`config.mk`:
```
export PLATFORM = sky130hd
export DESIGN_NAME = avalon_mem_access_flat
export DESIGN_NICKNAME = d
export VERILOG_FILES = /design/src/rtl/mem_access_pkg.sv /design/src/rtl/avalon_mem_access_if.sv /design/src/rtl/load_align.sv /design/src/rtl/avalon_mem_access.sv /design/src/flat_wrapper.sv
export SDC_FILE = /design/constraint.sdc
export NUM_CORES = 1
export LEC_CHECK = 0
export CORE_MARGIN = 10
export CORE_UTILIZATION = 40
export DETAILED_ROUTE_END_ITERATION = 6
export DONT_BUFFER_PORTS = 1
export GPL_TIMING_DRIVEN = 0
export PLACE_DENSITY = 0.64
export SLEW_MARGIN = 10
export SYNTH_ARGS = -nofsm -noshare
export SYNTH_HDL_FRONTEND = slang
export SYNTH_HIERARCHICAL = 1
export SYNTH_SLANG_ARGS = --single-unit
```
`constraint.sdc`:
```
create_clock -name clk -period 2.15 [get_ports clk]
set_clock_uncertainty 0.1 [all_clocks]
set_input_delay 0.43 -clock clk [delete_from_list [all_inputs] [get_ports clk]]
set_output_delay 0.43 -clock clk [all_outputs]
set_load 0.05 [all_outputs]
```
`src/rtl/mem_access_pkg.sv`:
```
// Shared operation/state types and decode helpers for the Avalon load/store unit.
package mem_access_pkg;

   typedef enum logic [3:0] {LB, LBU, LH, LHU, LW, LWL, LWR, SB, SH, SW} mem_op_t;
   typedef enum logic [1:0] {IDLE, ISSUE, DATA, FAULT} state_t;

   function automatic logic is_load(input mem_op_t op);
      case (op)
         LB, LBU, LH, LHU, LW, LWL, LWR: return 1'b1;
         default:                        return 1'b0;
      endcase
   endfunction

   // Unknown encodings report as misaligned so they take the fault path.
   function automatic logic is_misaligned(input mem_op_t op, input logic [1:0] lo);
      case (op)
         LH, LHU, SH:           return lo[0];
         LW, SW:                return lo != 2'b00;
         LB, LBU, LWL, LWR, SB: return 1'b0;
         default:               return 1'b1;
      endcase
   endfunction

endpackage

```
`src/rtl/avalon_mem_access_if.sv`:
```
// Avalon-MM data-port signal bundle; master drives the request, slave answers.
interface avalon_mem_access_if #(
   parameter int ADDR_W = 32,
   parameter int DATA_W = 32
) ();
   logic [ADDR_W-1:0]   address;
   logic                read;
   logic                write;
   logic                waitrequest;
   logic [DATA_W-1:0]   writedata;
   logic [DATA_W-1:0]   readdata;
   logic [DATA_W/8-1:0] byteenable;

   modport master (
      output address, read, write, writedata, byteenable,
      input  waitrequest, readdata
   );

   modport slave (
      input  address, read, write, writedata, byteenable,
      output waitrequest, readdata
   );
endinterface

```
`src/rtl/load_align.sv`:
```
// Formats a little-endian bus word into the register value for each load flavour.
module load_align
   import mem_access_pkg::*;
(
   input  mem_op_t     op,
   input  logic [1:0]  n,
   input  logic [31:0] w,
   input  logic [31:0] rt_old,
   output logic [31:0] y
);
   logic [4:0]         sh_l;
   logic [4:0]         sh_r;
   logic [7:0]         byte_u;
   logic [15:0]        half_u;
   logic signed [7:0]  byte_s;
   logic signed [15:0] half_s;

   always_comb begin
      sh_r   = {n, 3'b000};
      sh_l   = {2'd3 - n, 3'b000};
      byte_u = w[sh_r +: 8];
      half_u = n[1] ? w[31:16] : w[15:0];
      byte_s = byte_u;
      half_s = half_u;
      case (op)
         LB:      y = 32'(byte_s);
         LBU:     y = {24'h0, byte_u};
         LH:      y = 32'(half_s);
         LHU:     y = {16'h0, half_u};
         // Unaligned-word loads keep the register bytes the bus word does not reach.
         LWL:     y = (w << sh_l) | (rt_old & ((32'h1 << sh_l) - 32'h1));
         LWR:     y = (w >> sh_r) | (rt_old & ~(32'hFFFF_FFFF >> sh_r));
         default: y = w;
      endcase
   end
endmodule

```
`src/rtl/avalon_mem_access.sv`:
```
// Load/store unit: one MIPS memory op becomes one word-aligned Avalon-MM access.
// Bus outputs come from registered state so they hold steady through waitrequest.
module avalon_mem_access
   import mem_access_pkg::*;
#(
   parameter int ADDR_W = 32,
   parameter int DATA_W = 32
) (
   input  logic              clk,
   input  logic              reset,
   input  logic              start,
   input  mem_op_t           op,
   input  logic [ADDR_W-1:0] cpu_addr,
   input  logic [DATA_W-1:0] cpu_wdata,
   input  logic [DATA_W-1:0] rt_old,
   output logic              busy,
   output logic              done,
   output logic              err,
   output logic [DATA_W-1:0] rdata,
   avalon_mem_access_if.master bus
);
   state_t            state_q;
   state_t            state_d;
   logic              done_d;
   logic              err_d;
   logic              accept_req;
   logic              load_rdata;
   mem_op_t           op_q;
   logic [ADDR_W-1:0] addr_q;
   logic [DATA_W-1:0] rt_q;
   logic [DATA_W-1:0] wdata_q;
   logic [DATA_W-1:0] rdata_q;
   logic [DATA_W-1:0] align_y;
   logic [3:0]        be_q;

   function automatic logic [3:0] store_be(input mem_op_t o, input logic [1:0] lo);
      case (o)
         SB:      return 4'b0001 << lo;
         SH:      return lo[1] ? 4'b1100 : 4'b0011;
         default: return 4'b1111;
      endcase
   endfunction

   // Narrow stores replicate across lanes; byteenable picks the live one.
   function automatic logic [DATA_W-1:0] store_data(input mem_op_t o,
                                                    input logic [DATA_W-1:0] wd);
      case (o)
         SB:      return {4{wd[7:0]}};
         SH:      return {2{wd[15:0]}};
         SW:      return wd;
         default: return '0;
      endcase
   endfunction

   always_ff @(posedge clk) begin
      if (reset) begin
         state_q <= IDLE;
         done    <= 1'b0;
         err     <= 1'b0;
      end else begin
         state_q <= state_d;
         done    <= done_d;
         err     <= err_d;
      end
   end

   always_comb begin
      state_d    = state_q;
      done_d     = 1'b0;
      err_d      = 1'b0;
      accept_req = 1'b0;
      load_rdata = 1'b0;
      case (state_q)
         IDLE: begin
            if (start) begin
               accept_req = 1'b1;
               state_d    = is_misaligned(op, cpu_addr[1:0]) ? FAULT : ISSUE;
            end
         end
         ISSUE: begin
            if (!bus.waitrequest) begin
               if (is_load(op_q)) begin
                  state_d = DATA;
               end else begin
                  state_d = IDLE;
                  done_d  = 1'b1;
               end
            end
         end
         DATA: begin
            load_rdata = 1'b1;
            done_d     = 1'b1;
            state_d    = IDLE;
         end
         FAULT: begin
            done_d  = 1'b1;
            err_d   = 1'b1;
            state_d = IDLE;
         end
         default: state_d = IDLE;
      endcase
   end

   always_ff @(posedge clk) begin
      if (reset) begin
         op_q    <= LB;
         addr_q  <= '0;
         rt_q    <= '0;
         wdata_q <= '0;
         be_q    <= '0;
         rdata_q <= '0;
      end else begin
         if (accept_req) begin
            op_q    <= op;
            addr_q  <= cpu_addr;
            rt_q    <= rt_old;
            wdata_q <= store_data(op, cpu_wdata);
            be_q    <= store_be(op, cpu_addr[1:0]);
         end
         if (load_rdata) begin
            rdata_q <= align_y;
         end
      end
   end

   load_align u_align (
      .op     (op_q),
      .n      (addr_q[1:0]),
      .w      (bus.readdata),
      .rt_old (rt_q),
      .y      (align_y)
   );

   assign busy           = (state_q != IDLE);
   assign rdata          = rdata_q;
   assign bus.address    = {addr_q[ADDR_W-1:2], 2'b00};
   assign bus.read       = (state_q == ISSUE) &&  is_load(op_q);
   assign bus.write      = (state_q == ISSUE) && !is_load(op_q);
   assign bus.writedata  = wdata_q;
   assign bus.byteenable = be_q;
endmodule

```
`src/flat_wrapper.sv`:
```
// flat-port wrapper written by rule: the top's interface ports become plain ports
module avalon_mem_access_flat import mem_access_pkg::*;
#(
   parameter int ADDR_W = 32,
   parameter int DATA_W = 32
)
  (clk, reset, start, op, cpu_addr, cpu_wdata, rt_old, busy, done, err, rdata, bus_address, bus_read, bus_write, bus_writedata, bus_byteenable, bus_waitrequest, bus_readdata);
  avalon_mem_access_if #(.ADDR_W(ADDR_W), .DATA_W(DATA_W)) bus_i ();
  input  logic clk;
  input  logic reset;
  input  logic start;
  input  mem_op_t op;
  input  logic [ADDR_W-1:0] cpu_addr;
  input  logic [DATA_W-1:0] cpu_wdata;
  input  logic [DATA_W-1:0] rt_old;
  output logic busy;
  output logic done;
  output logic err;
  output logic [DATA_W-1:0] rdata;
  output wire logic [$bits(bus_i.address)-1:0] bus_address;
  output wire logic [$bits(bus_i.read)-1:0] bus_read;
  output wire logic [$bits(bus_i.write)-1:0] bus_write;
  output wire logic [$bits(bus_i.writedata)-1:0] bus_writedata;
  output wire logic [$bits(bus_i.byteenable)-1:0] bus_byteenable;
  input wire logic [$bits(bus_i.waitrequest)-1:0] bus_waitrequest;
  input wire logic [$bits(bus_i.readdata)-1:0] bus_readdata;
  assign bus_address = bus_i.address;
  assign bus_read = bus_i.read;
  assign bus_write = bus_i.write;
  assign bus_writedata = bus_i.writedata;
  assign bus_byteenable = bus_i.byteenable;
  assign bus_i.waitrequest = bus_waitrequest;
  assign bus_i.readdata = bus_readdata;
  avalon_mem_access #(.ADDR_W(ADDR_W), .DATA_W(DATA_W)) u_core (.clk(clk), .reset(reset), .start(start), .op(op), .cpu_addr(cpu_addr), .cpu_wdata(cpu_wdata), .rt_old(rt_old), .busy(busy), .done(done), .err(err), .rdata(rdata), .bus(bus_i));
endmodule
```
==> flow_summary.html, run 1 <==
<table>
<tr><th>Metric</th><th>Value</th></tr>
<tr><th colspan="2">Drt</th></tr>
<tr><td>Antenna Violating Nets Remaining</td><td>0</td></tr>
<tr><td>Routed WL per cell</td><td>22.97 microns</td></tr>
<tr><td>Number of DRC markers in iteration 0</td><td>slightly below 700</td></tr>
<tr><td>Avg Vias per Cell</td><td>5.859</td></tr>
<tr><td>DRC violations left</td><td>0</td></tr>
<tr><td>First-pass iteration count of the detailed router</td><td>5</td></tr>
<tr><td>Wire length after detailed routing</td><td>28750 microns</td></tr>
<tr><td>Via count</td><td>7335</td></tr>
<tr><th colspan="2">STA</th></tr>
<tr><td>Post-route fraction of the period consumed by the critical path</td><td>0.9863</td></tr>
<tr><td>Min Clock Period, post-route</td><td>approximately 2.1 ns</td></tr>
<tr><td>RSZ-0062 raised after global routing</td><td>yes</td></tr>
<tr><td>Worst-margin pin slew</td><td>approximately 1.1 ns</td></tr>
<tr><td>Slew HR</td><td>0.2890</td></tr>
<tr><td>Final Hold Slack</td><td>about 0.039 ns</td></tr>
<tr><td>Least setup slack across all paths after layout</td><td>0.02942 ns</td></tr>
<tr><td>Summed negative setup slack over all endpoints</td><td>0 ns</td></tr>
<tr><td>Max Transition Viols Final</td><td>0</td></tr>
<tr><td>Max Fclk</td><td>471.6 MHz</td></tr>
<tr><td>Final count of hold timing violations</td><td>0</td></tr>
<tr><td>Number of setup violations in the final report</td><td>0</td></tr>
<tr><th colspan="2">Yosys</th></tr>
<tr><td>Share of the yosys chip area belonging to registers</td><td>0.3663</td></tr>
<tr><td>Synthesized area divided by synthesized cell count</td><td>7.857 sq um</td></tr>
<tr><td>Simple-gate portion of the synthesized area</td><td>0.2222</td></tr>
<tr><td>Count of warnings emitted by yosys</td><td>6</td></tr>
<tr><td>Share of flip-flops with an asynchronous set or reset</td><td>0</td></tr>
<tr><td>Multiplexer share of the synthesized area</td><td>0.1156</td></tr>
<tr><td>Count of different cell masters after synthesis</td><td>between 50 and 60</td></tr>
<tr><td>Post-synthesis share of cell area spent on full adders, half adders and majority gates</td><td>0.001635</td></tr>
<tr><td>Dominant combinational cell family by area after synthesis</td><td>simple AND/OR/NAND/NOR gates</td></tr>
<tr><td>Xor and xnor area share after synthesis</td><td>0.001145</td></tr>
<tr><td>Netlist Area Pre-Place</td><td>roughly 7700 sq um</td></tr>
<tr><td>Synthesized instance count</td><td>about 970</td></tr>
<tr><td>Primary FF master, synth</td><td>sky130_fd_sc_hd__dfxtp_1</td></tr>
<tr><td>Number of synthesized flops with an enable pin</td><td>0</td></tr>
<tr><td>Synth Register Bits</td><td>140</td></tr>
<tr><td>Compound-cell area share of the yosys netlist</td><td>0.2018</td></tr>
<tr><th colspan="2">Placement</th></tr>
<tr><td>Post-place instance area</td><td>7968 sq um</td></tr>
<tr><td>Placed cell count</td><td>1209</td></tr>
<tr><td>Final HPWL from detailed placement</td><td>21770 microns</td></tr>
<tr><td>Post-Place Worst Slack</td><td>-0.4942 ns</td></tr>
<tr><td>Port buffer count</td><td>0</td></tr>
<tr><td>Final estimated routing congestion in global placement</td><td>0.9650</td></tr>
<tr><th colspan="2">Global routing</th></tr>
<tr><td>GRT met2 Usage</td><td>0.3644</td></tr>
<tr><td>GR Layer Usage met1</td><td>0.2516</td></tr>
<tr><td>Vias in the first global route</td><td>a little over 7000</td></tr>
<tr><td>Final global-route overflow total</td><td>0</td></tr>
<tr><td>Wire length of the first global-routing pass</td><td>42610 microns</td></tr>
<tr><td>Initial antenna violation count</td><td>2</td></tr>
<tr><td>Global-route usage over all layers</td><td>0.2238</td></tr>
<tr><td>Met3 global-route usage</td><td>0.1023</td></tr>
<tr><td>Layer carrying the most global-route usage</td><td>met2</td></tr>
<tr><td>Maximum number of pins on one net before global-route repair</td><td>17</td></tr>
<tr><th colspan="2">Pwr</th></tr>
<tr><td>Part of the total power dissipated in the clock network</td><td>0.393</td></tr>
<tr><td>Net Switching</td><td>2.609 mW</td></tr>
<tr><td>Sequential share of power</td><td>0.406</td></tr>
<tr><td>P_int</td><td>roughly 5.3 mW</td></tr>
<tr><td>Pwr per Cell Area</td><td>roughly 880 nW/um^2</td></tr>
<tr><td>Comb pwr share</td><td>0.200</td></tr>
<tr><td>Static Leak</td><td>3.199 nW</td></tr>
<tr><td>Switch share</td><td>0.3317</td></tr>
<tr><td>Maximum VDD drop</td><td>589.4 uV</td></tr>
<tr><td>Design Power</td><td>between 7 and 8 mW</td></tr>
<tr><th colspan="2">Finish</th></tr>
<tr><td>Proportion of layout cells with a drive suffix above 1</td><td>0.2004</td></tr>
<tr><td>Multi-input gate area in the final layout</td><td>4319 sq um</td></tr>
<tr><td>ANT cells</td><td>0</td></tr>
<tr><td>Fill cell count</td><td>~1900</td></tr>
<tr><td>Final std cell area, no fill</td><td>8962 sq um</td></tr>
<tr><td>Sequential cell area</td><td>2819 sq um</td></tr>
<tr><td>Non-Filler Instances</td><td>1252</td></tr>
<tr><td>NumNets Final</td><td>1142</td></tr>
<tr><td>Finished Core Util</td><td>0.4775</td></tr>
<tr><td>Post-synthesis to final-layout area growth</td><td>17.12%</td></tr>
<tr><th colspan="2">Worst setup path</th></tr>
<tr><td>Required arrival time at the worst endpoint</td><td>2.33 ns</td></tr>
<tr><td>Biggest fanout along the worst timing path</td><td>10</td></tr>
<tr><td>Critical path, cell by cell</td><td>buf_12 -&gt; buf_12 -&gt; nand2b_1 -&gt; ha_2 -&gt; and2_1 -&gt; buf_6 -&gt; a221oi_2 -&gt; a31oi_2 -&gt; nand2_1 -&gt; a21oi_1</td></tr>
<tr><td>Worst stage delay on the critical path</td><td>just under 0.4 ns</td></tr>
<tr><td>Largest delay share family, worst path</td><td>compound AO/OA/AOI/OAI gates</td></tr>
<tr><td>Crit path capture type</td><td>flop</td></tr>
<tr><td>Worst EP arrival</td><td>2.31 ns</td></tr>
<tr><td>Type of origin of the critical path</td><td>flop</td></tr>
<tr><td>Worst setup path class</td><td>reg -&gt; reg</td></tr>
<tr><td>Cell with the largest stage delay on the worst path</td><td>sky130_fd_sc_hd__dfxtp_4</td></tr>
<tr><td>Number of buffers and inverters on the critical path</td><td>3</td></tr>
<tr><td>Most common cell type on the critical path</td><td>sky130_fd_sc_hd__buf_12</td></tr>
<tr><th colspan="2">Outcome</th></tr>
<tr><td>Outcome</td><td>completed</td></tr>
<tr><th colspan="2">Run</th></tr>
<tr><td>Max-cap violations</td><td>0</td></tr>
<tr><th colspan="2">Floorplanning</th></tr>
<tr><td>Die span in y</td><td>158.3 microns</td></tr>
<tr><td>DIE AREA</td><td>25060 sq um</td></tr>
<tr><td>Top Ports</td><td>241</td></tr>
<tr><td>Initial Utilization</td><td>0.4077</td></tr>
<tr><td>Std-Cell Core Area</td><td>18770 sq um</td></tr>
<tr><td>Die width</td><td>~160 microns</td></tr>
<tr><td>Row cnt</td><td>50</td></tr>
<tr><th colspan="2">Clock tree</th></tr>
<tr><td>Number of buffers on the longest clock path</td><td>2</td></tr>
<tr><td>H-tree lvl count</td><td>4</td></tr>
<tr><td>Buffer type at the clock tree root</td><td>sky130_fd_sc_hd__clkbuf_16</td></tr>
<tr><td>Skew-Pair Late Insertion Delay</td><td>0.42 ns</td></tr>
<tr><td>Clk slew on worst S/H paths</td><td>0.06 ns</td></tr>
<tr><td>Cts bufs inserted</td><td>17</td></tr>
<tr><td>TritonCTS clock tree</td><td>yes</td></tr>
<tr><td>Sinks on the clock net</td><td>140</td></tr>
<tr><th colspan="2">Min path</th></tr>
<tr><td>Classification of the worst-slack hold path</td><td>in -&gt; reg</td></tr>
</table>
==> path summary, 6_finish.rpt <==
path                    startpoint  slack [ns]                end  cells after the start
setup / recovery  u_core/addr_q[0]        0.03   u_core/rdata[10]                     10
hold / removal        cpu_addr[17]        0.04  u_core/addr_q[17]                      2
setup reg to reg  u_core/addr_q[0]        0.03   u_core/rdata[10]                     10
hold reg to reg   u_core/addr_q[7]        0.35   u_core/addr_q[7]                      2
==> worst register-to-register path, delay by kind of cell (launching register included) <==
family	cells	cell delay, ns
buffers and inverters	3	0.43
and+or+nand+nor	3	0.41
adders and majority gates	1	0.17
AOI/OAI and AO/OA	3	0.50
DFF	1	0.39
==> registers in the layout (all words and copies together) (netlist names) <==
register / flops
u_core/done: 1
u_core/bus.writedata: 32
u_core/op_q: 4
u_core/bus.byteenable: 4
u_core/err: 1
u_core/rt_q: 32
u_core/rdata: 32
u_core/state_q: 2
u_core/addr_q: 32
==> synth_stat cells, types with 16 or more instances <==
cell | count | area [sq um]
sky130_fd_sc_hd__nand2_1 | 242 | 908.4
sky130_fd_sc_hd__dfxtp_1 | 140 | 2803
sky130_fd_sc_hd__a21oi_1 | 123 | 615.6
sky130_fd_sc_hd__nor2_1 | 82 | 307.8
sky130_fd_sc_hd__buf_4 | 41 | 307.8
sky130_fd_sc_hd__clkbuf_1 | 39 | 146.4
sky130_fd_sc_hd__mux2i_1 | 34 | 340.3
sky130_fd_sc_hd__o21ai_0 | 26 | 130.1
sky130_fd_sc_hd__a31oi_1 | 23 | 143.9
sky130_fd_sc_hd__buf_2 | 22 | 110.1
sky130_fd_sc_hd__nor3_1 | 17 | 85.08
sky130_fd_sc_hd__o211ai_1 | 17 | 127.6
sky130_fd_sc_hd__a221oi_1 | 16 | 140.1
sky130_fd_sc_hd__mux4_2 | 16 | 360.4
==> cells in the final DEF, fill, tap and decap left out, drive strengths merged, types with 8 or more instances in the layout <==
cell type	n
nand2	244
dfxtp	140
a21oi	123
buf	91
nor2	83
clkbuf	53
mux2i	34
o21ai	26
a31oi	23
nor3	17
o211ai	17
a221oi	17
mux4	16
mux2	16
nor2b	14
a22oi	14
and2	11
a222oi	9
a211oi	9
nand3b	8
inv	8
==> repair_timing <==
item / CTS / global route
hold buffers: 0 / 0
cloned: 0 / 0
gates resized for setup: 46 / 38
pin swaps: 8 / 8
setup buffers: 13 / 3
endpoints found under the setup margin: 34 / 34
==> layer usage <==
| layer | wire length, microns | part of all wire | up-vias |
|---|---|---|---|
| met2 | 13470 | 0.47 | 390 |
| li1 | - | - | 3441 |
| met1 | 10550 | 0.37 | 3440 |
| met4 | 820 | 0.029 | 4 |
| met3 | 3885 | 0.14 | 60 |
| met5 | 33 | 0.0011 | - |
==> final cells by class <==
| type | count | area share |
|---|---|---|
| Tap cell | 234 | 0.03267 |
| Clock inverter | 14 | 0.02066 |
| Multi-Input combinational cell | 716 | 0.4819 |
| Clock buffer | 18 | 0.04900 |
| Inverter | 4 | 0.001954 |
| Buffer | 110 | 0.08404 |
| Timing Repair Buffer | 16 | 0.01522 |
| Sequential cell | 140 | 0.3145 |
==> power groups by stage <==
| stage | clock (mW) | sequential, mW | combinational, mW |
|---|---|---|---|
| 6_report | 3.09 | 3.20 | 1.57 |
| 5_1_grt | 3.28 | 3.22 | 1.70 |
| 3_5_place_dp | 0 | 3.25 | 1.44 |
| 3_3_place_gp | 0 | 3.25 | 1.43 |
| 4_1_cts | 3.17 | 3.20 | 1.53 |
| 2_1_floorplan | 0 | 3.19 | 1.13 |
==> kinds of logic (layout without fill, tap and decap cells) <==
logic type | Yosys count | in the layout
AOI/OAI and AO/OA | 248 | 248
xor gates and xnor gates | 1 | 1
adders and majority gates | 1 | 1
buffers and inverters | 119 | 162
DFF | 140 | 140
muxes | 66 | 66
other | 1 | 2
and+or+nand+nor | 398 | 398
Note: power is estimated with default switching activity, not from simulation.
==> run 2: changes to the inputs <==
--- a/config.mk
+++ b/config.mk
@@ -7,6 +7,7 @@
 export LEC_CHECK = 0
 export CORE_MARGIN = 10
 export CORE_UTILIZATION = 40
+export CTS_CLUSTER_DIAMETER = 30
 export DETAILED_ROUTE_END_ITERATION = 6
 export DONT_BUFFER_PORTS = 1
 export GPL_TIMING_DRIVEN = 0
==> results of run 2 <==
Final layout, timing and power as in run 1 (identical DEF).
